==> config.mk <==
export PLATFORM = sky130hd
export DESIGN_NAME = py_lockin_sweep_ctrl
export DESIGN_NICKNAME = d
export VERILOG_FILES = /design/src/rtl/py_lockin_pkg.sv /design/src/rtl/py_edge_detect.sv /design/src/rtl/py_lockin_sweep_ctrl.sv
export SDC_FILE = /design/constraint.sdc
export NUM_CORES = 1
export LEC_CHECK = 0
export CAP_MARGIN = 10
export CORE_AREA = 2 2 335 337
export CTS_BUF_LIST = sky130_fd_sc_hd__clkbuf_4
export DETAILED_ROUTE_END_ITERATION = 6
export DIE_AREA = 0 0 337 339
export PLACE_DENSITY_LB_ADDON = 0.1
export SLEW_MARGIN = 20
export SYNTH_ARGS = -nofsm -noshare
export SYNTH_HDL_FRONTEND = slang
export SYNTH_SLANG_ARGS = --single-unit
==> constraint.sdc <==
create_clock -name a_clk -period 4.2 [get_ports a_clk]
set_input_delay 1.05 -clock a_clk [delete_from_list [all_inputs] [get_ports a_clk]]
set_output_delay 1.05 -clock a_clk [all_outputs]
set_load 0.03 [all_outputs]
==> src/rtl/py_lockin_pkg.sv <==
// Shared types and field layout for the py lock-in sweep controller.
package py_lockin_pkg;

  typedef enum logic [1:0] {IDLE, LOAD, SETTLE, EMIT} sweep_state_e;

  // Config word layout
  localparam int unsigned CFG_START_BIT     = 0;
  localparam int unsigned CFG_ABORT_BIT     = 1;
  localparam int unsigned CFG_LOOP_BIT      = 2;
  localparam int unsigned CFG_NUM_STEPS_LSB = 32;
  localparam int unsigned CFG_SETTLE_LSB    = 64;
  localparam int unsigned CFG_PH_START_LSB  = 128;
  localparam int unsigned CFG_PH_STEP_LSB   = 192;

  // Result beat layout, {step, a2, x, y} MSB first
  localparam int unsigned RES_WIDTH    = 128;
  localparam int unsigned RES_Y_LSB    = 0;
  localparam int unsigned RES_X_LSB    = 32;
  localparam int unsigned RES_A2_LSB   = 64;
  localparam int unsigned RES_STEP_LSB = 112;
  localparam int unsigned RES_XY_W     = 32;
  localparam int unsigned RES_A2_W     = 48;
  localparam int unsigned RES_STEP_W   = 16;

endpackage

==> src/rtl/py_edge_detect.sv <==
// One-cycle-delay rising-edge detector for a level-type tick such as deci_clk.
module py_edge_detect (
  input  logic a_clk,
  input  logic a_rst,
  input  logic sig,
  output logic rise_c
);

  logic sig_q;

  always_ff @(posedge a_clk) begin
    if (a_rst) sig_q <= 1'b0;
    else       sig_q <= sig;
  end

  assign rise_c = sig & ~sig_q;

endmodule

==> src/rtl/py_lockin_sweep_ctrl.sv <==
// Frequency-sweep sequencer: steps the DDS phase increment, waits for settled
// lock-in results, and emits one {step, a2, x, y} beat per step.
module py_lockin_sweep_ctrl
  import py_lockin_pkg::*;
#(
  parameter int unsigned AM2_DATA_WIDTH        = 48,
  parameter int unsigned XY_WIDTH              = 32,
  parameter int unsigned PHASE_WIDTH           = 48,
  parameter int unsigned STEP_CNT_WIDTH        = 16,
  parameter int unsigned configuration_address = 998
) (
  input  logic                      a_clk,
  input  logic                      a_rst,
  input  logic [31:0]               config_addr,
  input  logic [511:0]              config_data,
  input  logic [AM2_DATA_WIDTH-1:0] S_AXIS_A2_tdata,
  input  logic [XY_WIDTH-1:0]       S_AXIS_X_tdata,
  input  logic [XY_WIDTH-1:0]       S_AXIS_Y_tdata,
  input  logic                      deci_clk,
  output logic [PHASE_WIDTH-1:0]    M_AXIS_DDSPhaseInc_tdata,
  output logic                      M_AXIS_DDSPhaseInc_tvalid,
  output logic [RES_WIDTH-1:0]      M_AXIS_RES_tdata,
  output logic                      M_AXIS_RES_tvalid,
  input  logic                      M_AXIS_RES_tready,
  output logic                      busy,
  output logic [STEP_CNT_WIDTH-1:0] step_index
);

  sweep_state_e              state_q, state_nxt;
  logic [PHASE_WIDTH-1:0]    phase_q, phase_nxt;
  logic [STEP_CNT_WIDTH-1:0] step_q, step_nxt;
  logic [STEP_CNT_WIDTH-1:0] settle_cnt_q, settle_cnt_nxt;
  logic [RES_WIDTH-1:0]      res_q, res_nxt;
  logic                      res_valid_q, res_valid_nxt;
  logic                      abort_pend_q, abort_pend_nxt;
  logic                      busy_q;
  logic [STEP_CNT_WIDTH-1:0] run_num_steps_q, run_num_steps_nxt;
  logic [STEP_CNT_WIDTH-1:0] run_settle_q, run_settle_nxt;
  logic [PHASE_WIDTH-1:0]    run_ph_start_q, run_ph_start_nxt;
  logic [PHASE_WIDTH-1:0]    run_ph_step_q, run_ph_step_nxt;
  logic                      run_loop_q, run_loop_nxt;

  logic                      tick_c;
  logic                      wr_c, start_c, abort_c, handshake_c, last_step_c;
  logic                      cfg_unused;

  py_edge_detect u_tick (
    .a_clk  (a_clk),
    .a_rst  (a_rst),
    .sig    (deci_clk),
    .rise_c (tick_c)
  );

  assign wr_c        = (config_addr == 32'(configuration_address));
  assign start_c     = wr_c & config_data[CFG_START_BIT];
  assign abort_c     = wr_c & config_data[CFG_ABORT_BIT];
  assign handshake_c = res_valid_q & M_AXIS_RES_tready;
  assign last_step_c = ((step_q + STEP_CNT_WIDTH'(1)) == run_num_steps_q);
  assign cfg_unused  = ^config_data;

  // Next-state and datapath update
  always_comb begin
    state_nxt         = state_q;
    phase_nxt         = phase_q;
    step_nxt          = step_q;
    settle_cnt_nxt    = settle_cnt_q;
    res_nxt           = res_q;
    res_valid_nxt     = res_valid_q;
    abort_pend_nxt    = abort_pend_q;
    run_num_steps_nxt = run_num_steps_q;
    run_settle_nxt    = run_settle_q;
    run_ph_start_nxt  = run_ph_start_q;
    run_ph_step_nxt   = run_ph_step_q;
    run_loop_nxt      = run_loop_q;

    unique case (state_q)
      IDLE: begin
        abort_pend_nxt = 1'b0;
        // Sweep parameters are snapshotted only by an accepted start
        if (start_c && !abort_c &&
            (config_data[CFG_NUM_STEPS_LSB +: STEP_CNT_WIDTH] != '0)) begin
          run_num_steps_nxt = config_data[CFG_NUM_STEPS_LSB +: STEP_CNT_WIDTH];
          run_settle_nxt    = config_data[CFG_SETTLE_LSB +: STEP_CNT_WIDTH];
          run_ph_start_nxt  = config_data[CFG_PH_START_LSB +: PHASE_WIDTH];
          run_ph_step_nxt   = config_data[CFG_PH_STEP_LSB +: PHASE_WIDTH];
          run_loop_nxt      = config_data[CFG_LOOP_BIT];
          state_nxt         = LOAD;
        end
      end
      LOAD: begin
        if (abort_c) begin
          state_nxt = IDLE;
        end else begin
          phase_nxt      = run_ph_start_q;
          step_nxt       = '0;
          settle_cnt_nxt = '0;
          state_nxt      = SETTLE;
        end
      end
      SETTLE: begin
        if (abort_c) begin
          state_nxt = IDLE;
        end else if (tick_c) begin
          if (settle_cnt_q == run_settle_q) begin
            res_nxt = '0;
            res_nxt[RES_STEP_LSB +: RES_STEP_W] = RES_STEP_W'(step_q);
            res_nxt[RES_A2_LSB +: RES_A2_W]     = RES_A2_W'(S_AXIS_A2_tdata);
            res_nxt[RES_X_LSB +: RES_XY_W]      = RES_XY_W'(S_AXIS_X_tdata);
            res_nxt[RES_Y_LSB +: RES_XY_W]      = RES_XY_W'(S_AXIS_Y_tdata);
            res_valid_nxt = 1'b1;
            state_nxt     = EMIT;
          end else begin
            settle_cnt_nxt = settle_cnt_q + STEP_CNT_WIDTH'(1);
          end
        end
      end
      EMIT: begin
        // An abort here waits for the beat to drain before stopping
        if (abort_c) abort_pend_nxt = 1'b1;
        if (handshake_c) begin
          res_valid_nxt  = 1'b0;
          abort_pend_nxt = 1'b0;
          if (abort_c || abort_pend_q) begin
            state_nxt = IDLE;
          end else if (last_step_c) begin
            state_nxt = run_loop_q ? LOAD : IDLE;
          end else begin
            step_nxt       = step_q + STEP_CNT_WIDTH'(1);
            phase_nxt      = phase_q + run_ph_step_q;
            settle_cnt_nxt = '0;
            state_nxt      = SETTLE;
          end
        end
      end
      default: state_nxt = IDLE;
    endcase
  end

  // State and datapath registers
  always_ff @(posedge a_clk) begin
    if (a_rst) begin
      state_q         <= IDLE;
      phase_q         <= PHASE_WIDTH'(1);
      step_q          <= '0;
      settle_cnt_q    <= '0;
      res_q           <= '0;
      res_valid_q     <= 1'b0;
      abort_pend_q    <= 1'b0;
      busy_q          <= 1'b0;
      run_num_steps_q <= '0;
      run_settle_q    <= '0;
      run_ph_start_q  <= '0;
      run_ph_step_q   <= '0;
      run_loop_q      <= 1'b0;
    end else begin
      state_q         <= state_nxt;
      phase_q         <= phase_nxt;
      step_q          <= step_nxt;
      settle_cnt_q    <= settle_cnt_nxt;
      res_q           <= res_nxt;
      res_valid_q     <= res_valid_nxt;
      abort_pend_q    <= abort_pend_nxt;
      busy_q          <= (state_nxt != IDLE);
      run_num_steps_q <= run_num_steps_nxt;
      run_settle_q    <= run_settle_nxt;
      run_ph_start_q  <= run_ph_start_nxt;
      run_ph_step_q   <= run_ph_step_nxt;
      run_loop_q      <= run_loop_nxt;
    end
  end

  assign M_AXIS_DDSPhaseInc_tdata  = phase_q;
  assign M_AXIS_DDSPhaseInc_tvalid = 1'b1;
  assign M_AXIS_RES_tdata          = res_q;
  assign M_AXIS_RES_tvalid         = res_valid_q;
  assign busy                      = busy_q;
  assign step_index                = step_q;

endmodule

# --- Word level (Yosys, flattened, before mapping) ---
# Cells that the tools add are included.
classes:
  add_sub_neg: 3
  n_reduce_logical: 17
  eq_ne: 15
  bitwise: 6
  n_mux: 35
op_table:
  columns: ["cell", "count"]
  rows:
  - ["$mux 48", 4]
  - ["$mux 16", 10]
  - ["$pmux 48 s2", 1]
  - ["$add 48x48->48", 1]
  - ["$pmux 16 s3", 1]
  - ["$add 16x1->16 const B", 2]
  - ["$eq 16x16->1", 2]
  - ["$eq 32x10->1 const B", 1]
  - ["$pmux 16 s2", 1]
  - ["$mux 2", 8]
  - ["$ne 2x2->1 const B", 8]
  - ["$reduce_bool 16->1", 1]
  - ["$reduce_and 5->1", 2]
  - ["$pmux 2 s4", 1]
  - ["$reduce_and 8->1", 1]
  - ["$reduce_bool 2->1", 4]
  - ["$mux 1", 7]
  - ["$and 1x1->1", 4]
  - ["$eq 2x2->1 const B", 2]
  - ["$pmux 1 s2", 2]
  - ["$reduce_and 2->1", 2]
  - ["$reduce_and 4->1", 1]
  - ["$ne 3x3->1 const B", 1]
  - ["$reduce_bool 3->1", 1]
  - ["other kinds (6)", 8]
totals:
  out_inout_bits: 195
  input_bits: 660
  ff_bits: 343

# --- Depth between registers and ports, before layout ---
# Gate-level depths: netlist of the first run.
depth:
  word_depth: 8
  mapped_depth: 14

# --- Cells and area by module ---
# Synthesis of the first run repeated with hierarchy kept, for this count alone.
hier_totals:
  cells_unflattened: 2141
  area_unflattened_um2: 16091.7
modules_own_cells:
  columns: ["module", "n_inst", "seq_area_each_um2", "cells_each", "area_per_inst_um2"]
  rows:
  - ["py_lockin_sweep_ctrl", 1, 6846.6, 2138, 16044.1]
  - ["py_edge_detect", 1, 20.0, 3, 47.5]

# --- Least setup slack after synthesis of the first run ---
# No wires, ideal clock.
synth_path:
  kind: "input port to flip-flop"
  startpoint: "input config_addr[13]"
  endpoint: "register settle_cnt_q[5]"
  required_ns: 4.141
  path_buffers: 1
  cell_stages: 10
  setup_slack_ns: 0.741
  arrival_time_ns: 3.400
  cell_sequence: "or4_1 -> nor4_1 -> nand3_1 -> nand2_1 -> or2_2 -> o41a_1 -> buf_2 -> nand2b_1 -> or4_1 -> nand2_1"
synth_via:
  elab_chain_cells: 5
  word_cells_on_any_way: 7
synth_rtl:
  columns: ["item", "line_no", "text"]
  rows:
  - ["start, declared", "py_lockin_sweep_ctrl.sv:14", "input logic [31:0] config_addr,"]
  - ["$eq 32x10->1 (*)", "py_lockin_sweep_ctrl.sv:54", "assign wr_c = (config_addr == 32'(configuration_address));"]
  - ["$and 1x1->1 (*)", "py_lockin_sweep_ctrl.sv:56", "assign abort_c = wr_c & config_data[CFG_ABORT_BIT];"]
  - ["$logic_or 1x1->1", "py_lockin_sweep_ctrl.sv:123", "if (abort_c || abort_pend_q) begin"]
  - ["$ne 2x2->1 (no line)", null, null]
  - ["$reduce_and 8->1 (no line) (*)", null, null]
  - ["end signal, assigned", "py_lockin_sweep_ctrl.sv:159", "settle_cnt_q <= settle_cnt_nxt;"]
  - ["end, declared", "py_lockin_sweep_ctrl.sv:32", "logic [STEP_CNT_WIDTH-1:0] settle_cnt_q, settle_cnt_nxt;"]
# Every way passes the cells marked *; elsewhere a longest branch is shown, timed or not.
# A chain may end at the register's enable or synchronous reset.

# --- Worst setup path in the final report of the first run ---
layout_path:
  startpoint: "register phase_q[0], in the netlist M_AXIS_DDSPhaseInc_tdata[0]"
  endpoint: "register phase_q[46], in the netlist M_AXIS_DDSPhaseInc_tdata[46]"
layout_via:
  elab_chain_cells: 5
layout_rtl:
  columns: ["item", "line_no", "text"]
  rows:
  - ["start, declared", "py_lockin_sweep_ctrl.sv:30", "logic [PHASE_WIDTH-1:0] phase_q, phase_nxt;"]
  - ["start signal, assigned", "py_lockin_sweep_ctrl.sv:157", "phase_q <= phase_nxt;"]
  - ["$add 48x48->48", "py_lockin_sweep_ctrl.sv:129", "phase_nxt = phase_q + run_ph_step_q;"]
  - ["$mux 48", "py_lockin_sweep_ctrl.sv:125", "end else if (last_step_c) begin"]
  - ["$mux 48", "py_lockin_sweep_ctrl.sv:123", null]
  - ["$mux 48", "py_lockin_sweep_ctrl.sv:120", "if (handshake_c) begin"]
  - ["$pmux 48 s2", "py_lockin_sweep_ctrl.sv:76", "unique case (state_q)"]
# Every way passes these cells. The select of a mux whose other input is x is not followed.

==> flow_metrics.tcl, run 1 <==
set metrics [dict create \
    status "finished, final reports clean" \
    portBuffers 472 \
    fin_nets 3348 \
    cts_root_buf "clkbuf_4" \
    grt_max_degree 129 \
    yosysWarningCount 0 \
    dieArea_um2 114200 \
    cts_hold_buf 0 \
    rows 122 \
    routed_via_density 4.011 \
    path_buf_inv 1 \
    setup-tns-final_ns 0 \
    leakagePower_nw 8.138 \
    h-tree-depth 3 \
    cp_top_family "compound AO/OA/AOI/OAI gates" \
    setup_viol 0 \
    slowest_delay_ns 0.45 \
    startpoint_type "flip-flop" \
    wl_mm 78.38 \
    rsz0062_at_grt "no" \
    first_pass_iters 5 \
    hold_path_class "reg -> reg" \
    maxSlewViolCount 0 \
    layout_setup_ws_ns 0.3167 \
    synth-async-reset-ratio_pct 0 \
    worstSetupPathType "reg -> reg" \
    slew_headroom_pct 34.59 \
    antenna_found_initial 3 \
    clock_skew_ns 0.07741 \
    layout_common_cells "nand2_1 (622), clkdlybuf4s50_1 (471), a21oi_1 (358)" \
    cts_buffers 110 \
    clkTransAtPathRegs_ns 0.06 \
    vdd_drop_max_uv 157.6 \
    tritoncts "yes" \
    start_util_pct 14.70 \
    hpwl_mm 58.46 \
    crit_fanout 3 \
    max_freq_mhz 257.5 \
    hold_violations 0 \
    place_congestion 0.7863 \
    end_kind "flip-flop" \
    die_y_um 339 \
    total_power_mw 7.066 \
    grt_pass1_wl_mm 114.6 \
    final.min_clock_period_ns 3.883 \
    crit_chain "ha_1 -> fa_1 -> a21oi_1 -> o221ai_1 -> a211oi_1 -> o21ai_0 -> a211oi_1 -> a21oi_1 -> a21oi_1 -> buf_4 -> o21ai_0 -> xnor2_1 -> a2111oi_0" \
    synth_top_area_cell "dfxtp_1" \
    drt_drc_violations_left 0 \
    antenna_left 0 \
    syn_inst 2162 \
    cp_common_cell "a21oi_1" \
    worst_ep_arrival_time_ns 4.65 \
    syn_to_final_growth_pct 48.69 \
    synth_top_area_share_pct 42.33 \
    clock-sinks 343 \
    synth_cell_types 70 \
    ios 855 \
    syn_area_um2 16220 \
    synth_area_leaders "dfxtp_1 (42%), nand2_1 (14%), a21oi_1 (11%), ha_1 (3.8%), clkbuf_1 (3.4%)" \
    final_common_cell "nand2_1" \
    worstSkewPairLatency_ns 0.95 \
    core-area_um2 110400 \
    grt_pass1_vias 17270 \
    track_usage_pct 13.42 \
    drive_above_1_share_pct 8.934 \
    die_w_um 337 \
    powerDensity_nw_per_um2 293.0 \
    via_count 16910 \
    wl_per_cell_um 18.60 \
    ys.flop_type "dfxtp_1" \
    cp_slowest_cell "a211oi_1" \
    postCtsSetupBuffers 0 \
    post_cts_resized 0 \
    postSynthAreaPerCell_um2 7.503 \
    grt_overflow 0 \
    dp_slack_ns 0.09956 \
    drt_iter0_markers 828 \
    clock_path_buffers 3 \
    syn_nets 2872 \
    worst_pin_slew_ns 0.9812 \
    min_period_over_period_pct 92.46 \
    critPathRequiredTime_ns 4.96 \
    synth_edf_count 0 \
    cap_violations 0 \
    synth.ff_latch_count 343 \
    yosysSeqAreaShare_pct 42.33 \
]
[power breakdown]
group | internal, mW | total, mW | switching (mW)
Combinational | 0.238 | 0.354 | 0.116
Sequential | 3.25 | 3.25 | 0.000107
Clock | 1.77 | 3.46 | 1.69
[synthesized netlist by cell type (6+ instances only)]
| cell type | n |
|---|---|
| nand2_1 | 623 |
| a21oi_1 | 358 |
| dfxtp_1 | 343 |
| clkbuf_1 | 147 |
| nor2_1 | 125 |
| o21ai_0 | 55 |
| ha_1 | 49 |
| xnor2_1 | 40 |
| xor2_1 | 40 |
| nor3_1 | 39 |
| nand3_1 | 38 |
| a211oi_1 | 35 |
| nand4_1 | 31 |
| a21o_1 | 22 |
| inv_1 | 16 |
| nor4_1 | 13 |
| or3_1 | 13 |
| o211ai_1 | 12 |
| a31oi_1 | 11 |
| buf_2 | 10 |
| a311oi_1 | 9 |
| nor2b_1 | 9 |
| o21bai_1 | 9 |
| or4_1 | 9 |
| mux2i_1 | 7 |
| nand2b_1 | 6 |
[per-layer routing]
| metal | part of all wire, % | vias up | global-route usage [%] |
|---|---|---|---|
| met1 | 44 | 7990 | 16.67 |
| met3 | 4.5 | 117 | 2.889 |
| met2 | 49 | 372 | 22.99 |
| li1 | - | 8427 | - |
| met5 | 0 | - | 0 |
| met4 | 2.3 | 0 | 4.074 |
[worst reg2reg max path, cell delays in order, from the launching register on]
cell,delay [ns]
dfxtp_1,0.33
ha_1,0.26
fa_1,0.44
a21oi_1,0.22
o221ai_1,0.25
a211oi_1,0.35
o21ai_0,0.26
a211oi_1,0.45
a21oi_1,0.18
a21oi_1,0.18
buf_4,0.16
o21ai_0,0.14
xnor2_1,0.15
a2111oi_0,0.36
[final timing paths]
check	startpoint	end	slack [ns]	cells past startpoint
worst max-delay path	M_AXIS_DDSPhaseInc_tdata[0]	M_AXIS_DDSPhaseInc_tdata[46]	0.32	13
worst min register to register	M_AXIS_RES_tdata[15]	M_AXIS_RES_tdata[15]	0.45	2
worst max register to register	M_AXIS_DDSPhaseInc_tdata[0]	M_AXIS_DDSPhaseInc_tdata[46]	0.32	13
worst min-delay path	M_AXIS_RES_tdata[15]	M_AXIS_RES_tdata[15]	0.45	2
[area by class of cell]
type | instances | area, um^2
Timing Repair Buffer | 524 | 5220
Multi-Input combinational cell | 1643 | 8722
Sequential cell | 343 | 6867
Fill cell | 12340 | 86250
Inverter | 16 | 60.06
Tap cell | 1488 | 1862
Antenna cell | 7 | 17.52
Clock buffer | 157 | 1179
Clock inverter | 37 | 191.4
[metrics by stage]
| step | cell area, um^2 | hold WS [ns] | instances | util [%] |
|---|---|---|---|---|
| floorplan | 16220 | 0.4278 | 2162 | - |
| global placement | 22730 | 0.4384 | 4014 | 20.60 |
| detailed placement | 22730 | 0.4422 | 4014 | 20.60 |
| CTS | 24100 | 0.4503 | 4208 | 21.84 |
| global route | 24120 | 0.4670 | 4214 | 21.85 |
| finish | 24120 | 0.4467 | 4215 | 21.85 |
[sequential cells by signal, summed over array words and instances (netlist names)]
register                  count
M_AXIS_DDSPhaseInc_tdata     48
M_AXIS_RES_tdata            128
M_AXIS_RES_tvalid             1
abort_pend_q                  1
busy                          1
run_loop_q                    1
run_num_steps_q              16
run_ph_start_q               48
run_ph_step_q                48
run_settle_q                 16
settle_cnt_q                 16
state_q                       2
step_index                   16
u_tick.sig_q                  1
[cells by family after synthesis]
group                      count (synthesis)  synth area share (%)
adders and majority gates                 50                 3.903
muxes                                      9                0.5708
other                                      1               0.02312
buffers and inverters                    176                 4.173
xor gates and xnor gates                  80                 4.320
and+or+nand+nor                          945                 24.81
DFF                                      343                 42.33
AOI/OAI and AO/OA                        558                 19.86
(Power assumes the default switching activity.)
==> run 2, diff against run 1 <==
--- a/config.mk
+++ b/config.mk
@@ -10,7 +10,6 @@
 export CTS_BUF_LIST = sky130_fd_sc_hd__clkbuf_4
 export DETAILED_ROUTE_END_ITERATION = 6
 export DIE_AREA = 0 0 337 339
-export PLACE_DENSITY_LB_ADDON = 0.1
 export SLEW_MARGIN = 20
 export SYNTH_ARGS = -nofsm -noshare
 export SYNTH_HDL_FRONTEND = slang
==> flow_metrics.tcl, run 2 (synthesized netlist as in run 1, its figures left out) <==
set metrics [dict create \
    slew_headroom_pct 45.09 \
    grt_pass1_wl_mm 102.0 \
    largest_reg_flops 128 \
    cp_common_cell "buf_4" \
    hpwl_mm 53.02 \
    hold_path.startpoint "M_AXIS_RES_tdata[38]" \
    antenna_left 0 \
    critPathRequiredTime_ns 4.95 \
    clkTransAtPathRegs_ns 0.06 \
    reg2reg_from "M_AXIS_DDSPhaseInc_tdata[0]" \
    slowest_delay_ns 0.44 \
    wl_per_cell_um 16.71 \
    die_y_um 339 \
    worst_pin_slew_ns 0.8209 \
    grt_max_degree 135 \
    via_count 17200 \
    portBuffers 472 \
    r2r-end "M_AXIS_DDSPhaseInc_tdata[42]" \
    core-area_um2 110400 \
    cts_root_buf "clkbuf_4" \
    cts_buffers 103 \
    antenna_found_initial 15 \
    setup_viol 0 \
    min_period_over_period_pct 94.91 \
    ff2ff_setup_slack_ns 0.21 \
    finalInstanceArea_um2 24240 \
    maxSlewViolCount 0 \
    layout_setup_ws_ns 0.2138 \
    routed_via_density 4.079 \
    hold_violations 0 \
    worstSetupPathType "reg -> reg" \
    final.min_clock_period_ns 3.986 \
    hold_end "M_AXIS_RES_tdata[38]" \
    final_common_cell "nand2_1" \
    drt_drc_violations_left 0 \
    wl_mm 70.45 \
    tritoncts "yes" \
    clock_skew_ns 0.1082 \
    hold_path_class "reg -> reg" \
    dieArea_um2 114200 \
    worstHoldPathCells 2 \
    first_pass_iters 5 \
    ios 855 \
    grt_pass1_vias 16390 \
    cts_hold_buf 0 \
    track_usage_pct 11.83 \
    setup-tns-final_ns 0 \
    crit_fanout 3 \
    worst_ep_arrival_time_ns 4.73 \
    cp_slowest_cell "a2111oi_1" \
    r2r_cells 18 \
    end_kind "flip-flop" \
    max_freq_mhz 250.9 \
    total_power_mw 6.802 \
    fin_nets 3365 \
    dp_slack_ns 0.09837 \
    rows 122 \
    worstSkewPairLatency_ns 0.92 \
    powerDensity_nw_per_um2 280.6 \
    dpl-instance-area_um2 22990 \
    startpoint_type "flip-flop" \
    status "finished, final reports clean" \
    crit_chain "ha_1 -> fa_1 -> a21oi_1 -> o221ai_1 -> buf_4 -> a211oi_1 -> o21ai_0 -> buf_4 -> a211oi_1 -> buf_4 -> a21oi_1 -> buf_4 -> a21oi_1 -> buf_4 -> mux2i_1 -> a2111oi_1 -> buf_4 -> nor3_1" \
    h-tree-depth 3 \
    layout_common_cells "nand2_1 (622), clkdlybuf4s50_1 (471), a21oi_1 (358)" \
    clock_path_buffers 3 \
    start_util_pct 14.70 \
    drt_iter0_markers 1042 \
    drive_above_1_share_pct 9.335 \
    grt_overflow 0 \
    place_congestion 0.8586 \
    cap_violations 0 \
    leakagePower_nw 8.200 \
    clock-sinks 343 \
    syn_to_final_growth_pct 49.47 \
    vdd_drop_max_uv 187.6 \
    whs_ns 0.4481 \
    die_w_um 337 \
]
run 2: cell type report:
class / instances / area [um^2]
clock buffer: 139 / 1044
timing repair buffer: 548 / 5475
clock inverter: 32 / 196.4
multi-input combinational: 1643 / 8723
inverter: 16 / 60.06
tap: 1488 / 1862
fill: 12280 / 86120
sequential: 343 / 6867
antenna: 7 / 17.52
run 2: metal layers:
metal  track usage [%]  vias up  wire (um)
met5                 0        -         40
met2             18.18      519      31200
met4             4.585        6       2009
li1                  -     8437          -
met3             3.289      128       4652
met1             15.57     8107      32550
run 2: metrics by stage:
stage	instances	utilization [%]
after floorplan	2162	-
after global placement	4038	20.83
after detailed placement	4038	20.83
after CTS	4209	21.95
after global routing	4211	21.96
final	4216	21.97
run 2: power by group:
part	total, mW	internal [mW]	switching (mW)
clock	3.20	1.60	1.61
sequential	3.25	3.25	0.000120
combinational	0.346	0.237	0.109
run 2: how the worst max path moves through the flow:
stage                     slack (ns)                            to                   startpoint  cells past startpoint
after global routing           -0.04  M_AXIS_DDSPhaseInc_tdata[42]             run_ph_step_q[0]                     18
after CTS                       0.25  M_AXIS_DDSPhaseInc_tdata[42]             run_ph_step_q[0]                     18
after floorplan                 0.74               settle_cnt_q[5]              config_addr[13]                     10
after global placement          0.11               settle_cnt_q[4]              config_addr[14]                     12
after detailed placement         0.1               settle_cnt_q[4]              config_addr[13]                     12
final                           0.21  M_AXIS_DDSPhaseInc_tdata[42]  M_AXIS_DDSPhaseInc_tdata[0]                     18
run 2: timing repair:
| action | CTS | global route |
|---|---|---|
| buffers inserted | 0 | 0 |
| gates resized for setup | 0 | 1 |
| endpoints found under the setup margin | 0 | 1 |
run 2: worst max-delay path: cells and delay by family (launching register included):
| family | cells | cell delay [ns] |
|---|---|---|
| DFF | 1 | 0.33 |
| and+or+nand+nor | 1 | 0.04 |
| AOI/OAI and AO/OA | 8 | 1.69 |
| muxes | 1 | 0.09 |
| adders and majority gates | 2 | 0.67 |
| buffers and inverters | 6 | 1.05 |
